[config.mk]
export PLATFORM = sky130hd
export DESIGN_NAME = pipe_hazard_ctrl
export DESIGN_NICKNAME = d
export VERILOG_FILES = /design/src/rtl/pipe_hazard_ctrl.sv
export SDC_FILE = /design/constraint.sdc
export NUM_CORES = 1
export LEC_CHECK = 0
export CORE_ASPECT_RATIO = 1.75
export CORE_MARGIN = 4
export CORE_UTILIZATION = 45
export CTS_CLUSTER_DIAMETER = 100
export CTS_CLUSTER_SIZE = 24
export DETAILED_ROUTE_END_ITERATION = 6
export GPL_ROUTABILITY_DRIVEN = 0
export PLACE_DENSITY = 0.76
export SYNTH_ARGS = -nofsm -noshare
export SYNTH_HDL_FRONTEND = slang
export SYNTH_SLANG_ARGS = --single-unit
[constraint.sdc]
create_clock -name CLK -period 2.7 [get_ports CLK]
set_clock_uncertainty 0.1 [all_clocks]
set_input_delay 0.54 -clock CLK [delete_from_list [all_inputs] [get_ports CLK]]
set_output_delay 0.54 -clock CLK [all_outputs]
set_load 0.05 [all_outputs]
[src/rtl/pipe_hazard_ctrl.sv]
`default_nettype none
// ============================================================================
// pipe_hazard_ctrl
// Front-end pipeline sequencer that resolves, in priority order, taken-branch
// redirects, load-use hazards and instruction-memory waits, and keeps a
// saturating stall-cycle counter.
// Revision: 1.0
// ============================================================================
module pipe_hazard_ctrl #(
    parameter int REGW              = 4,
    parameter int LOAD_STALL_CYCLES = 1,
    parameter int BRANCH_PENALTY    = 2
) (
    input  logic            CLK,
    input  logic            Reset,
    input  logic [REGW-1:0] id_rs1,
    input  logic [REGW-1:0] id_rs2,
    input  logic            id_use_rs1,
    input  logic            id_use_rs2,
    input  logic            ex_mem_read,
    input  logic [REGW-1:0] ex_rd,
    input  logic            ex_branch_taken,
    input  logic            imem_ready,
    output logic            pc_write,
    output logic            ifid_write,
    output logic            ifid_flush,
    output logic            idex_flush,
    output logic [15:0]     stall_cycles
);

    typedef enum logic [1:0] {
        RUN        = 2'd0,
        LOAD_STALL = 2'd1,
        BR_FLUSH   = 2'd2,
        IMEM_WAIT  = 2'd3
    } state_t;

    // The first penalty cycle is the redirect/hazard cycle itself, hence -2.
    localparam logic [3:0] C_LOAD_CNT = (LOAD_STALL_CYCLES > 1) ? 4'(LOAD_STALL_CYCLES - 2) : 4'd0;
    localparam logic [3:0] C_BR_CNT   = (BRANCH_PENALTY > 1)    ? 4'(BRANCH_PENALTY - 2)    : 4'd0;
    localparam logic [15:0] C_STALL_MAX = 16'hFFFF;

    state_t      state_q, state_d;
    logic [3:0]  cnt_q, cnt_d;
    logic [15:0] stall_q;

    logic w_hz_load;
    logic w_pc_write, w_ifid_write, w_ifid_flush, w_idex_flush;

    assign w_hz_load = ex_mem_read && (ex_rd != '0) &&
                       ((id_use_rs1 && (id_rs1 == ex_rd)) ||
                        (id_use_rs2 && (id_rs2 == ex_rd)));

    always_comb begin
        w_pc_write   = 1'b1;
        w_ifid_write = 1'b1;
        w_ifid_flush = 1'b0;
        w_idex_flush = 1'b0;
        state_d      = state_q;
        cnt_d        = cnt_q;

        if (ex_branch_taken) begin
            w_ifid_write = 1'b0;
            w_ifid_flush = 1'b1;
            w_idex_flush = 1'b1;
            state_d      = (BRANCH_PENALTY > 1) ? BR_FLUSH : RUN;
            cnt_d        = C_BR_CNT;
        end else begin
            case (state_q)
                RUN: begin
                    if (w_hz_load) begin
                        w_pc_write   = 1'b0;
                        w_ifid_write = 1'b0;
                        w_idex_flush = 1'b1;
                        if (LOAD_STALL_CYCLES > 1) begin
                            state_d = LOAD_STALL;
                            cnt_d   = C_LOAD_CNT;
                        end
                    end else if (!imem_ready) begin
                        w_pc_write   = 1'b0;
                        w_ifid_write = 1'b0;
                        w_idex_flush = 1'b1;
                        state_d      = IMEM_WAIT;
                    end
                end
                LOAD_STALL: begin
                    w_pc_write   = 1'b0;
                    w_ifid_write = 1'b0;
                    w_idex_flush = 1'b1;
                    if (cnt_q == 4'd0) state_d = RUN;
                    else               cnt_d   = cnt_q - 4'd1;
                end
                BR_FLUSH: begin
                    w_pc_write   = imem_ready;
                    w_ifid_write = 1'b0;
                    w_ifid_flush = 1'b1;
                    w_idex_flush = 1'b1;
                    if (cnt_q == 4'd0) state_d = RUN;
                    else               cnt_d   = cnt_q - 4'd1;
                end
                IMEM_WAIT: begin
                    // ID is frozen here, so a pending load hazard is picked up back in RUN.
                    if (imem_ready) begin
                        state_d = RUN;
                    end else begin
                        w_pc_write   = 1'b0;
                        w_ifid_write = 1'b0;
                        w_idex_flush = 1'b1;
                    end
                end
                default: state_d = RUN;
            endcase
        end
    end

    always_ff @(posedge CLK or negedge Reset) begin
        if (!Reset) begin
            state_q <= RUN;
            cnt_q   <= 4'd0;
            stall_q <= 16'd0;
        end else begin
            state_q <= state_d;
            cnt_q   <= cnt_d;
            if (!w_ifid_write && (stall_q != C_STALL_MAX))
                stall_q <= stall_q + 16'd1;
        end
    end

    // Reset overrides the decoded controls without waiting for a clock edge.
    assign pc_write     = Reset & w_pc_write;
    assign ifid_write   = Reset & w_ifid_write;
    assign ifid_flush   = ~Reset | w_ifid_flush;
    assign idex_flush   = ~Reset | w_idex_flush;
    assign stall_cycles = stall_q;

endmodule
`default_nettype wire

* After elaboration in Yosys (flattened, before gate mapping)
Index checks and enable logic that the tools add are counted.
** Word-level totals
- Bits in registers :: 22
- Input bits :: 19
- Output and inout bits :: 20
** Operators by class
- Add/subtract/negate cells :: 2
- Equal/unequal tests :: 11
- Muxes and demuxes :: 21
- Bitwise logic cells :: 5
- Reduce and logical (&&, ||, !) cells :: 14
** Operators with widths (number)
- 16-bit by 1-bit adder with 16-bit output, second input constant :: 1
- 16-bit != test, second input constant :: 1
- 4-bit two-way mux :: 3
- 2-bit two-way mux :: 5
- 1-bit two-way mux :: 9
- 3-bit != test, second input constant :: 3
- 4-bit == test :: 2
- 1-bit case mux with 3 select lines :: 2
- 2-bit case mux with 3 select lines :: 1
- 1-bit logical AND :: 5
- 2-bit == test, second input constant :: 2
- 4-bit logical NOT :: 1
- 1-bit case mux with 4 select lines :: 1
- 4-bit AND reduction :: 1
- 4-bit nonzero test :: 1
- 4-bit by 1-bit subtractor with 4-bit output, second input constant :: 1
- 3-bit by 1-bit != test with 1-bit output, second input constant :: 1
- 1-bit bitwise AND :: 2
- 2-bit by 1-bit == test with 1-bit output, second input constant :: 1
- 2-bit logical NOT :: 1
- 2-bit != test, second input constant :: 1
- 1-bit OR :: 2
- 2-bit AND reduction :: 1
- 2-bit nonzero test :: 1
- 4 further kinds :: 4

* Logic depth before layout (Yosys ltp)
- Depth after elaboration :: 9
- Gate-level depth with buffers :: 8
- Gate-level depth less buffers :: 7

* Worst setup path before layout
No wires, ideal clock.
- Path kind :: input port to output port
- From :: input port ex_rd[0]
- To :: output port ifid_write
- Arrival time :: 2.711 ns
- Slack :: -0.651 ns
- Cell stages on the path :: 6
- Buffers on the path :: 0
- Cell sequence :: o41a_1 > nand3_1 > nor4_4 > o21ai_2 > nand2_1 > nor3b_1
** On the way
- Longest elaborated chain between the ends :: 8
** RTL lines
- from (decl) :: line 21 : input logic [REGW-1:0] ex_rd,
- 4-bit == test, on equally long branches :: line 51, 52
- 1-bit logical AND, on equally long branches :: line 51, 52
- 1-bit logical OR :: line 51 : ((id_use_rs1 && (id_rs1 == ex_rd)) ||
- 1-bit logical AND (*) :: line 50 : assign w_hz_load = ex_mem_read && (ex_rd != '0) &&
- 1-bit two-way mux (*) :: line 71 : if (w_hz_load) begin
- 1-bit case mux with 3 select lines (*) :: line 69 : case (state_q)
- 1-bit two-way mux (*) :: line 62 : if (ex_branch_taken) begin
- 1-bit bitwise AND (*) :: line 131 : assign ifid_write = Reset & w_ifid_write;
- to (decl) :: line 25 : output logic ifid_write,
Mark *: on every way between the ends. The rest lies on a longest branch, timed or not.

* Worst setup path after layout
- From :: input port ex_rd[2]
- To :: output port ifid_write
Same word-level chain as after synthesis.

==> tab_implementation.tex <==
\begin{tabular}{lr}
\hline
Metric & Value \\
\hline
\multicolumn{2}{l}{\textbf{Floorplanning}} \\
Full die area & just over 0.004 sq mm \\
IO Count & 39 \\
Height of the die & between 80 and 90 microns \\
Core Footprint & 0.002960 sq mm \\
Cell row count & 26 \\
Starting Density & 0.4772 \\
Die Span X & roughly 50 microns \\
\multicolumn{2}{l}{\textbf{Timing}} \\
Worst Tran Pin Value & 0.5204 ns \\
Number of hold-slack violations in the final timing report & 0 \\
Highest clock rate & approximately 370 MHz \\
Post-layout min period & roughly 2.7 ns \\
Final Hold Slack & 0.4122 ns \\
Fraction of the cycle the final worst path needs & 0.9965 \\
Unrepaired setup endpoints after global routing & yes \\
Worst max-slew margin expressed relative to the limit & 0.6520 \\
Number of setup violations in the final report & 0 \\
Total count of max-transition violations in the final report & 0 \\
\multicolumn{2}{l}{\textbf{Clock network}} \\
Num CTS Buffers & 3 \\
Worst-skew pair later-pin latency & 0.26 ns \\
Htree depth & 1 \\
Clock root buffer & sky130\_fd\_sc\_hd\_\_clkbuf\_8 \\
Worst-case clock buffer depth & 2 \\
Sinks on the clock net & 22 \\
TritonCTS clock tree & built \\
Register clock-pin slew on the reported worst setup and hold paths & around 0.09 ns \\
Total of hold buffers inserted after clock tree synthesis & 0 \\
\multicolumn{2}{l}{\textbf{Global route}} \\
Global-route wire length before repair & 6334 microns \\
Maximum number of pins on one net before global-route repair & 23 \\
Aggregate global routing overflow & 0 \\
Initial antenna violation count & 0 \\
GRT Overall Usage & 0.1985 \\
Number of global-route vias before repair & between 1k and 1.5k \\
\multicolumn{2}{l}{\textbf{Detailed routing}} \\
Wire per inst & around 16 microns \\
1st-pass router iterations & 4 \\
Residual DRC & 0 \\
Routed wire length & 3924 microns \\
Vias per cell & 5.415 \\
First DRT Iteration DRCs & 36 \\
Total via count after detailed routing & between 1k and 1.5k \\
Antenna violation net count after detailed routing & 0 \\
\multicolumn{2}{l}{\textbf{Worst setup path}} \\
Number of buffers and inverters on the critical path & 3 \\
Worst-path maximum fanout & 2 \\
Arrival @ worst endpoint & about 2 ns \\
Slowest stage cell on the critical path & sky130\_fd\_sc\_hd\_\_o41a\_1 \\
Required time at the endpoint of the critical path & around 2 ns \\
Crit Reg-Reg Endpoint & stall\_cycles[1] \\
Ordered cell list for the critical path & buf\_8 > o41a\_1 > nand3\_2 > nor4\_4 > buf\_4 > o21ai\_4 > nand2\_4 > nor3b\_4 > buf\_12 \\
Beginning of the worst register-to-register path & state\_q[0] \\
Highest cell delay on the worst timing path & $\sim$0.46 ns \\
Stages on worst setup path & 9 \\
Element type at the critical path end & primary output \\
Minimum setup slack among reg-to-reg paths & about 0.46 ns \\
Startpoint-to-endpoint class of the critical path & input pin to primary output \\
CP Launch Type & input pin \\
Worst path top cell family by delay & compound AO/OA/AOI/OAI gates \\
Cell count of the worst reg-to-reg path & 6 \\
\multicolumn{2}{l}{\textbf{Finish}} \\
Layout cells sized above 1 & 0.2621 \\
Fill cell instance count of the final layout & 197 \\
Layout Nets & approximately 230 \\
Diode count & 0 \\
Total area of multi-input combinational cells & approximately 950 sq um \\
Area of all placed cells without fillers & 0.002205 sq mm \\
Commonest cells after routing, fill and taps aside & sky130\_fd\_sc\_hd\_\_dfrtp\_1, sky130\_fd\_sc\_hd\_\_nor2\_1, sky130\_fd\_sc\_hd\_\_clkdlybuf4s50\_1 \\
Most frequent standard cell in the layout excluding fill and tap cells & sky130\_fd\_sc\_hd\_\_dfrtp\_1 \\
Reg area & 550.5 sq um \\
Layout-stage area growth over the synthesis result & 56.07\% \\
\multicolumn{2}{l}{\textbf{Synthesis}} \\
Number of synthesized flops with an enable pin & 0 \\
Asr flop ratio synth & 1.000 \\
Ys Warns & 0 \\
Synthesis-stage register bit count & 22 \\
Mapped cell area & around 0.0014 sq mm \\
Mapped Avg Cell Area & $\sim$9.5 sq um \\
Number of distinct standard cells referenced by the synthesized netlist & 36 \\
Top flip-flop cell by instance count after synthesis & sky130\_fd\_sc\_hd\_\_dfrtp\_1 \\
Post-synthesis cell count & approximately 150 \\
Fraction of the yosys area taken by sequential cells & 0.3897 \\
Syn\_nets & around 170 \\
\multicolumn{2}{l}{\textbf{Worst hold path}} \\
Hold\_sp & stall\_cycles[15] \\
Class of the most critical hold timing path & register to register \\
Hold path depth & 1 \\
WHS Endpoint & stall\_cycles[15] \\
\multicolumn{2}{l}{\textbf{Power and ir drop}} \\
Pwr dens & 880.6 mW/mm\^{}2 \\
Worst vdd rail ir drop & 627.1 uV \\
Leakage & $\sim$0.00095 uW \\
Overall power consumption & approximately 1900 uW \\
\multicolumn{2}{l}{\textbf{Run}} \\
Maximum capacitance violations & 0 \\
\multicolumn{2}{l}{\textbf{Place}} \\
Input/output buffers & 38 \\
Placed Instance Area & around 0.0020 sq mm \\
Detailed placement HPWL & 2755 microns \\
\multicolumn{2}{l}{\textbf{Status}} \\
Run status & completed \\
\hline
\end{tabular}
[how the worst max path moves through the flow]
stage,end,slack (ns),startpoint
6_report,ifid_write,0.01,ex_rd[2]
5_1_grt,ifid_write,-0.05,ex_rd[2]
4_1_cts,ifid_write,0.02,ex_rd[1]
3_5_place_dp,idex_flush,-0.31,ex_rd[1]
3_3_place_gp,idex_flush,-0.26,ex_rd[1]
2_1_floorplan,pc_write,-0.05,ex_rd[0]
[synthesized netlist by cell type, types with 2 or more instances]
| master | number | area (sq um) |
|---|---|---|
| sky130_fd_sc_hd__nor2_1 | 20 | 75.07 |
| sky130_fd_sc_hd__xor2_1 | 21 | 183.9 |
| sky130_fd_sc_hd__nor3b_1 | 2 | 15.01 |
| sky130_fd_sc_hd__a211oi_1 | 4 | 30.03 |
| sky130_fd_sc_hd__nand3_1 | 7 | 35.03 |
| sky130_fd_sc_hd__inv_1 | 7 | 26.28 |
| sky130_fd_sc_hd__ha_1 | 6 | 75.07 |
| sky130_fd_sc_hd__nor3_1 | 5 | 25.02 |
| sky130_fd_sc_hd__xnor2_1 | 4 | 35.03 |
| sky130_fd_sc_hd__nand4_1 | 5 | 31.28 |
| sky130_fd_sc_hd__a21oi_1 | 3 | 15.01 |
| sky130_fd_sc_hd__nor4_4 | 2 | 42.54 |
| sky130_fd_sc_hd__dfrtp_1 | 22 | 550.5 |
| sky130_fd_sc_hd__clkbuf_1 | 2 | 7.510 |
| sky130_fd_sc_hd__nand2_1 | 17 | 63.81 |
[cell families (layout without fill, tap and decap cells)]
kind of cell | Yosys count | count (layout) | share of synthesized area
muxes | 2 | 2 | 0.01771
adders and majority gates | 6 | 6 | 0.05314
buffers and inverters | 9 | 67 | 0.02392
and+or+nand+nor | 68 | 68 | 0.2648
DFF | 22 | 22 | 0.3897
xor gates and xnor gates | 25 | 25 | 0.1550
AOI/OAI and AO/OA | 16 | 16 | 0.09567
[layer usage]
| layer | wire [microns] | up-vias | GRT usage |
|---|---|---|---|
| li1 | - | 623 | - |
| met1 | 1452 | 641 | 0.2135 |
| met2 | 2149 | 63 | 0.3730 |
| met3 | 202 | 16 | 0.03591 |
| met4 | 119 | 0 | 0.08625 |
| met5 | 0 | - | 0 |
[what timing repair did]
| item | 4_1_cts | 5_1_grt |
|---|---|---|
| resized for setup | 45 | 10 |
| pin swaps | 16 | 8 |
| buffers inserted | 5 | 3 |
| endpoints found under the setup margin | 3 | 3 |
[where the power goes]
part,leakage (uW),internal [uW],switching [uW],total (uW)
sequential,0.000262,433,126,559
clock,0.0000357,198,114,312
combinational,0.000652,419,651,1070
[stage by stage]
stage	utilization	setup WS (ns)	cells	TNS [ns]
floorplan	-	-0.05112	148	-0.09879
global placement	0.6661	-0.2602	236	-0.6971
detailed placement	0.6661	-0.3137	236	-0.8578
CTS	0.7210	0.01911	245	0
global route	0.7447	-0.05438	248	-0.05721
finish	0.7447	0.009519	248	0
[final cells by class]
cell class                      count  area share
Clock buffer                        3     0.01873
Clock inverter                      1     0.01362
Inverter                            7     0.01192
Multi-Input combinational cell    117      0.4296
Sequential cell                    22      0.2497
Tap cell                           42     0.02384
Timing Repair Buffer               56      0.2526
[flip-flops by register name (all words and copies together), names as in the netlist]
register      count
cnt_q             4
stall_cycles     16
state_q           2
Note: power is estimated with default switching activity, not from simulation.
